## config.mk

```make
export PLATFORM = sky130hd
export DESIGN_NAME = loop_issuer_flat
export DESIGN_NICKNAME = d
export VERILOG_FILES = /design/src/rtl/loop_issuer_if.sv /design/src/rtl/loop_issuer.sv /design/src/flat_wrapper.sv
export SDC_FILE = /design/constraint.sdc
export NUM_CORES = 1
export LEC_CHECK = 0
export BUFFER_PORTS_ARGS = -buffer_cell sky130_fd_sc_hd__buf_2
export CORE_AREA = 3 3 90 92
export DETAILED_ROUTE_END_ITERATION = 10
export DIE_AREA = 0 0 93 95
export PLACE_DENSITY = 0.54
export SLEW_MARGIN = 30
export SYNTH_ARGS = -nofsm -noshare
export SYNTH_HDL_FRONTEND = slang
export SYNTH_SLANG_ARGS = --single-unit
```

## constraint.sdc

```tcl
create_clock -name clk -period 3.76 [get_ports clk]
set_input_delay 0 -clock clk [delete_from_list [all_inputs] [get_ports clk]]
set_output_delay 0 -clock clk [all_outputs]
set_load 0.02 [all_outputs]
```

## src/rtl/loop_issuer_if.sv

```systemverilog
// Handshake bundle between a loop issuer and its command source / loop-body unit.
// The master side drives the descriptor, ready and acks; the slave side is the issuer.
interface loop_issuer_if #(
  parameter int WIDTH = 8
);
  logic             start;
  logic [WIDTH-1:0] start_val;
  logic [WIDTH-1:0] bound;
  logic [WIDTH-1:0] step;
  logic             iter_valid;
  logic             iter_ready;
  logic [WIDTH-1:0] iter_idx;
  logic             ack;
  logic             busy;
  logic             finish;
  logic [WIDTH-1:0] count;
  logic             err;

  modport master (
    output start, start_val, bound, step, iter_ready, ack,
    input  iter_valid, iter_idx, busy, finish, count, err
  );

  modport slave (
    input  start, start_val, bound, step, iter_ready, ack,
    output iter_valid, iter_idx, busy, finish, count, err
  );
endinterface

```

## src/rtl/loop_issuer.sv

```systemverilog
// Issues loop iteration indices over valid/ready, limits unacked iterations to MAX_OUT,
// and raises finish once every issued iteration has been acknowledged.
module loop_issuer #(
  parameter int WIDTH   = 8,
  parameter int MAX_OUT = 4
) (
  input logic         clk,
  input logic         rst,
  loop_issuer_if.slave bus
);

  typedef enum logic [1:0] {IDLE, ISSUE, DRAIN, DONE} state_t;

  localparam logic [3:0] MAX_OUT_L = 4'(MAX_OUT);

  state_t           state, state_nxt;
  logic [WIDTH-1:0] idx, bound_q, step_q, count_q;
  logic [3:0]       outst, outst_nxt;
  logic             err_q;
  logic             valid, busy, finish;
  logic             xfer, ack_ok, start_ok, last;
  logic [WIDTH:0]   next_sum;

  always_comb begin
    state_nxt = state;
    start_ok  = 1'b0;
    busy      = 1'b0;
    finish    = 1'b0;
    valid     = (state == ISSUE) && (outst < MAX_OUT_L);
    xfer      = valid && bus.iter_ready;
    ack_ok    = bus.ack && (outst != 4'd0);
    // Extra bit catches index wrap-around past the top of the WIDTH range.
    next_sum  = {1'b0, idx} + {1'b0, step_q};
    last      = next_sum[WIDTH] || (next_sum[WIDTH-1:0] >= bound_q);

    unique case ({xfer, ack_ok})
      2'b10:   outst_nxt = outst + 4'd1;
      2'b01:   outst_nxt = outst - 4'd1;
      default: outst_nxt = outst;
    endcase

    unique case (state)
      IDLE, DONE: begin
        finish = (state == DONE);
        if (bus.start) begin
          start_ok  = 1'b1;
          state_nxt = (bus.start_val >= bus.bound) ? DRAIN : ISSUE;
        end
      end
      ISSUE: begin
        busy = 1'b1;
        if (xfer && last) state_nxt = DRAIN;
      end
      DRAIN: begin
        busy = 1'b1;
        if (outst_nxt == 4'd0) state_nxt = DONE;
      end
      default: state_nxt = IDLE;
    endcase
  end

  always_ff @(posedge clk or posedge rst) begin
    if (rst) state <= IDLE;
    else     state <= state_nxt;
  end

  always_ff @(posedge clk or posedge rst) begin
    if (rst) begin
      idx     <= '0;
      outst   <= '0;
      count_q <= '0;
      err_q   <= 1'b0;
    end else begin
      outst <= outst_nxt;
      if (start_ok) begin
        count_q <= '0;
        err_q   <= 1'b0;
        if (bus.start_val < bus.bound) idx <= bus.start_val;
      end else begin
        if (xfer && !last) idx <= next_sum[WIDTH-1:0];
        if (ack_ok && (count_q != '1)) count_q <= count_q + WIDTH'(1);
        if (bus.ack && (outst == 4'd0)) err_q <= 1'b1;
      end
    end
  end

  // Descriptor holding registers carry no reset; they are only read after a start.
  always_ff @(posedge clk) begin
    if (start_ok) begin
      bound_q <= bus.bound;
      step_q  <= (bus.step == '0) ? WIDTH'(1) : bus.step;
    end
  end

  assign bus.iter_valid = valid;
  assign bus.iter_idx   = idx;
  assign bus.busy       = busy;
  assign bus.finish     = finish;
  assign bus.count      = count_q;
  assign bus.err        = err_q;

endmodule

```

## src/flat_wrapper.sv

```systemverilog
// flat-port wrapper written by rule: the top's interface ports become plain ports
module loop_issuer_flat 
#(
  parameter int WIDTH   = 8,
  parameter int MAX_OUT = 4
)
  (clk, rst, bus_start, bus_start_val, bus_bound, bus_step, bus_iter_ready, bus_ack, bus_iter_valid, bus_iter_idx, bus_busy, bus_finish, bus_count, bus_err);
  loop_issuer_if #(.WIDTH(WIDTH)) bus_i ();
  input logic clk;
  input logic rst;
  input wire logic [$bits(bus_i.start)-1:0] bus_start;
  input wire logic [$bits(bus_i.start_val)-1:0] bus_start_val;
  input wire logic [$bits(bus_i.bound)-1:0] bus_bound;
  input wire logic [$bits(bus_i.step)-1:0] bus_step;
  input wire logic [$bits(bus_i.iter_ready)-1:0] bus_iter_ready;
  input wire logic [$bits(bus_i.ack)-1:0] bus_ack;
  output wire logic [$bits(bus_i.iter_valid)-1:0] bus_iter_valid;
  output wire logic [$bits(bus_i.iter_idx)-1:0] bus_iter_idx;
  output wire logic [$bits(bus_i.busy)-1:0] bus_busy;
  output wire logic [$bits(bus_i.finish)-1:0] bus_finish;
  output wire logic [$bits(bus_i.count)-1:0] bus_count;
  output wire logic [$bits(bus_i.err)-1:0] bus_err;
  assign bus_i.start = bus_start;
  assign bus_i.start_val = bus_start_val;
  assign bus_i.bound = bus_bound;
  assign bus_i.step = bus_step;
  assign bus_i.iter_ready = bus_iter_ready;
  assign bus_i.ack = bus_ack;
  assign bus_iter_valid = bus_i.iter_valid;
  assign bus_iter_idx = bus_i.iter_idx;
  assign bus_busy = bus_i.busy;
  assign bus_finish = bus_i.finish;
  assign bus_count = bus_i.count;
  assign bus_err = bus_i.err;
  loop_issuer #(.WIDTH(WIDTH), .MAX_OUT(MAX_OUT)) u_core (.clk(clk), .rst(rst), .bus(bus_i));
endmodule
```

== Word-level counts from Yosys, hierarchy flattened ==
Cells that the tools add are included.

* Register bits: 39
* Input port bits: 29

* $add $sub $neg: 4
* $lt $le $gt $ge: 4
* Eq/ne operators: 10
* Multiplexer cells: 17
* Reduce and logical (&&, ||, !) cells: 21

{| class="wikitable"
|+ Operators with widths
! operator !! count
|-
| two-way mux 8 bit || 5
|-
| >= comparator 8 bit || 2
|-
| adder 8 x 8 -> 9 bit || 1
|-
| adder 8 x 1 -> 8 bit (second input constant) || 1
|-
| logical NOT 4 bit || 2
|-
| logical NOT 8 bit || 1
|-
| less-than comparator 8 bit || 1
|-
| two-way mux 2 bit || 4
|-
| inequality test 8 bit (second input constant) || 1
|-
| case mux 4 bit (2 select lines) || 1
|-
| logical AND 1 bit || 7
|-
| == test 2 bit (second input constant) || 3
|-
| two-way mux 1 bit || 6
|-
| inequality test 2 bit (second input constant) || 3
|-
| case mux 2 bit (3 select lines) || 1
|-
| nonzero test 2 bit || 3
|-
| adder 4 x 1 -> 4 bit (second input constant) || 1
|-
| == test 2 x 1 -> 1 bit (second input constant) || 2
|-
| less-than comparator 4 x 3 -> 1 bit (second input constant) || 1
|-
| nonzero test 4 bit || 1
|-
| OR reduction 2 bit || 2
|-
| subtractor 4 x 1 -> 4 bit (second input constant) || 1
|-
| AND reduction 3 bit || 1
|-
| logical NOT 2 bit || 1
|-
| 4 further kinds || 4
|}

== Logic depth before layout (Yosys ltp) ==
* Depth after elaboration: 8
* Mapped depth: 13

== Worst setup path after synthesis ==
OpenSTA, ideal clock, no wires.

* Path kind: reg-to-reg
* Start point: register u_core.idx[0], in the netlist u_core.bus.iter_idx[0]
* End point: register u_core.idx[0], in the netlist u_core.bus.iter_idx[0]
* Arrival: 3266 ps
* Slack: 368 ps
* Stages on the path, launching flop included: 14
* Path buffers: 0
* Period minus slack after synthesis: 3392 ps
* Path through: dfrtp_1 > ha_1 > fa_1 > a211oi_2 > o21ai_1 > nand2_1 > xnor2_1 > ha_1 > a21oi_1 > a21boi_1 > a2111oi_4 > nand3_2 > o31ai_4 > mux2_4

* Word-level cells in the longest chain between the ends: 7
* Elaborated cells on any way between the ends: 9
* Those cells by class: add/sub: 1; order compare: 1; mux: 2; reduce/logical: 5

{| class="wikitable"
|+ Ends and longest elaborated chain
! item !! RTL line !! text
|-
| start, declared || loop_issuer.sv:17 || <nowiki>logic [WIDTH-1:0] idx, bound_q, step_q, count_q;</nowiki>
|-
| start signal, assigned || loop_issuer.sv:78 || <nowiki>if (bus.start_val < bus.bound) idx <= bus.start_val;</nowiki>
|-
| start signal, assigned || loop_issuer.sv:80 || <nowiki>if (xfer && !last) idx <= next_sum[WIDTH-1:0];</nowiki>
|-
| adder 8 x 8 -> 9 bit * || loop_issuer.sv:33 || <nowiki>next_sum = {1'b0, idx} + {1'b0, step_q};</nowiki>
|-
| >= comparator 8 bit || loop_issuer.sv:34 || <nowiki>last = next_sum[WIDTH] || (next_sum[WIDTH-1:0] >= bound_q);</nowiki>
|-
| logical OR 1 bit || loop_issuer.sv:34 ||
|-
| logical NOT 1 bit || loop_issuer.sv:80 ||
|-
| logical AND 1 bit || loop_issuer.sv:80 ||
|-
| nonzero test 2 bit (no line) || n/a ||
|-
| AND reduction 2 bit (no line) || n/a ||
|}

Mark *: on every way between the ends. The rest lies on a longest branch, timed or not. The select of a mux whose other input is x is not followed.
A chain may end at the register's enable or synchronous reset.

== Worst setup path after layout ==
* Start point: register u_core.idx[0], in the netlist u_core.bus.iter_idx[0]
* End point: register u_core.idx[2], in the netlist u_core.bus.iter_idx[2]

Same word-level chain as after synthesis.

==> results by group <==
Clocking
  – Total setup buffers inserted after CTS: 0
  – Number of CTS-inserted buffers: 5
  – Worst-path clk slew: 0.08 ns
  – Clk_lat worst skew: 0.30 ns
  – CTS HTree Levels: 2
  – Root Driver: clkbuf_8
  – Clk sink count: 39
  – CTS tree: yes
  – Max Root-Sink Buffers: 2

Synth
  – Top-count cell post-synth: ha_1
  – Number of synthesized flops with an enable pin: 16
  – Cells after Synth: 243
  – Ranking of synthesized cells by area: dfrtp_1 23%, edfxtp_1 19%, ha_1 15%, inv_1 4.4%, mux2_4 3.5%
  – Seq/Total Area, Yosys: 0.416
  – Syn Std Cell Area: 2540 um2
  – Post-synthesis register bit count: 39
  – Async set-reset flop share out of synthesis: 0.590
  – Commonest cells post-synth: 31 x ha_1, 30 x inv_1, 23 x dfrtp_1, 17 x nand2_1, 17 x nor2_1
  – Cell taking the most area after synthesis: dfrtp_1
  – Top_reg_cell synth: dfrtp_1
  – Yosys Warn Count: 0
  – Syn_area_per_cell: 10.4 um2
  – Post-synth top area share: 0.227
  – Cell variety after synth: 43
  – Syn_nets: 305

STA
  – Clk_skew: 0.00630 ns
  – Minimum clock period: approximately 3.5 ns
  – Max-slew violations: 0
  – Final hold violation count: 0
  – Maximum clock frequency: around 0.29 GHz
  – WHS: 0.0457 ns
  – # setup viols final: 0
  – Worst rel slew slack: 0.570
  – Measured slew at the worst slew-check pin: 0.643 ns
  – Setup TNS: 0 ns
  – RSZ-0062 raised after global routing: no
  – Crit share post-route: 0.919

Placed design
  – Total placed cells including tap cells: 382
  – Dpl hpwl: 4.29 mm
  – Placed cell areas: 2880 um2
  – Gpl congestion: 0.814
  – PortBufs: 48

Global route
  – Tot GR Track Use: 0.134
  – First-pass GRT wire length: 9.24 mm
  – Vias in the first global route: 1,981
  – Largest net degree at the start of global routing: 32
  – Initial antenna violation count: 0
  – Congestion Overflow GR: 0

Drt
  – Drt drc: 0
  – Antenna Nets Post-Route: 0
  – Drt wl/cell: 13.8 um
  – Vias: 1,916
  – Vias per Instance: 4.70
  – First DRT Iteration DRCs: 29
  – Pre-Repair DR Iteration Count: 4
  – Final wirelength: 5.64 mm

Final layout
  – Reg area: about 1100 um2
  – Number of diodes: 0
  – Net count, final: 370
  – FILL cells: 758
  – Area delta synth->final: 25.4%
  – Finished Cell Area: 3180 um2
  – Footprint of the multi-input gates: roughly 1300 um2
  – Share of cells above drive strength 1: 0.243
  – Final non-filler cell total: about 410

Worst setup path
  – Crit start category: register
  – R2R setup slack: just over 0.3 ns
  – Endpoint arrival time on the critical path: 3.64 ns
  – Maximum fanout along the worst path: 8
  – Reg2reg end: u_core.bus.iter_idx[2]$_DFFE_PP0P_
  – Setup crit end kind: register
  – Worst R2R Start: u_core.bus.iter_idx[0]$_DFFE_PP0P_
  – Kind of critical path: reg2reg
  – Reg2Reg Depth: 14
  – Crit path required time: 3.94 ns

Floorplan
  – IO Pins: 49
  – Row count: 31
  – Initial core utilization: 0.348
  – Die area: 8840 um2
  – Die width: roughly 93 um
  – Chip height: about 95 um
  – Core area: 7290 um2

Worst hold path
  – Hold Path Class: in2reg
  – Hold worst-path end: u_core.bus.iter_idx[7]$_DFFE_PP0P_
  – Hold Path Origin: bus_start_val[7]
  – WHS Path Cells: 3

Power and ir drop
  – Power density over cell area: about 860 nW/um2
  – VDD IR max: between 200 and 250 uV
  – Leak: 0.00153 uW

Run status
  – Status: finished clean

Job
  – Maxcap violations: 0
cell type report:
class | count | share of cell area
flip-flops and latches | 39 | 0.332
clock buffers | 7 | 0.0373
repair buffers | 67 | 0.134
well taps | 99 | 0.0389
inverters | 31 | 0.0366
multi-input cells | 164 | 0.419
clock inverters | 1 | 0.00236
layout by cell type, fill, tap and decap left out, drive strengths merged, types with 7 or more instances in the layout:
cell,n
buf,49
a21oi,13
inv,31
dfrtp,23
edfxtp,16
clkbuf,7
nand4,7
xnor2,7
ha,31
xor2,7
dlygate4sd3,18
nand2,17
mux2,10
o21ai,10
nor2,17
logic make-up (layout without fill, tap and decap cells):
logic type               count (synthesis)  after routing  synth area share
multiplexers                            16             16            0.0769
buffers and inverters                   40            106            0.0591
AO/OA/AOI/OAI                           41             41             0.115
adder cells (fa/ha/maj)                 33             33             0.169
flip-flops                              39             39             0.416
XOR/XNOR                                14             14            0.0483
AND/OR/NAND/NOR                         60             60             0.116
registers in the layout (all words and copies together), names as in the netlist:
signal               count
u_core.bound_q           8
u_core.bus.count         8
u_core.bus.err           1
u_core.bus.iter_idx      8
u_core.outst             4
u_core.state             2
u_core.step_q            8
per-stage QoR:
step / total power, uW / util / worst slack (ns)
floorplan: 1980 / - / 0.368
global placement: 2340 / 0.394 / 0.443
detailed placement: 2370 / 0.394 / 0.357
CTS: 2770 / 0.437 / 0.292
global route: 3010 / 0.437 / 0.0769
finish: 2740 / 0.437 / 0.304
worst max-delay path, cell delays in order, from the launching register on:
cell and delay [ns]:
dfrtp_1 0.40, ha_1 0.24, fa_1 0.46, a211oi_2 0.21, o21ai_1 0.11, nand2_1 0.08, xnor2_1 0.14, ha_1 0.30
a21oi_1 0.15, a21boi_1 0.10, a2111oi_4 0.24, nand3_2 0.13, o31ai_4 0.22, buf_4 0.24, mux2_4 0.32
worst max-delay path by stage:
stage	startpoint	end	slack (ns)	cells after the start
floorplan	u_core.bus.iter_idx[0]$_DFFE_PP0P_	u_core.bus.iter_idx[0]$_DFFE_PP0P_	0.37	13
global placement	u_core.bus.iter_idx[0]$_DFFE_PP0P_	u_core.bus.iter_idx[0]$_DFFE_PP0P_	0.44	14
detailed placement	u_core.bus.iter_idx[0]$_DFFE_PP0P_	u_core.bus.iter_idx[4]$_DFFE_PP0P_	0.36	14
CTS	u_core.bus.iter_idx[0]$_DFFE_PP0P_	u_core.bus.iter_idx[6]$_DFFE_PP0P_	0.29	14
global route	u_core.bus.iter_idx[0]$_DFFE_PP0P_	u_core.bus.iter_idx[3]$_DFFE_PP0P_	0.08	14
finish	u_core.bus.iter_idx[0]$_DFFE_PP0P_	u_core.bus.iter_idx[2]$_DFFE_PP0P_	0.30	14
per-layer routing:
layer | track usage | vias up | part of all wire | routed length, um
met5 | 0 | - | 0 | 0
met3 | 0.0287 | 4 | 0.043 | 242
li1 | - | 981 | - | -
met4 | 0.0476 | 0 | 0.011 | 64
met1 | 0.172 | 895 | 0.49 | 2760
met2 | 0.224 | 36 | 0.46 | 2580
where the power goes:
group	total (uW)	internal [uW]	leakage, uW	switching, uW
Clock	375	211	0.0000607	164
Sequential	746	614	0.000436	132
Combinational	1620	723	0.00104	895
Total	2740	1550	0.00153	1190
what timing repair did:
action	4_1_cts	5_1_grt
hold endpoints to repair	40	0
resized for setup	0	0
hold buffers	18	0
(Power assumes the default switching activity.)
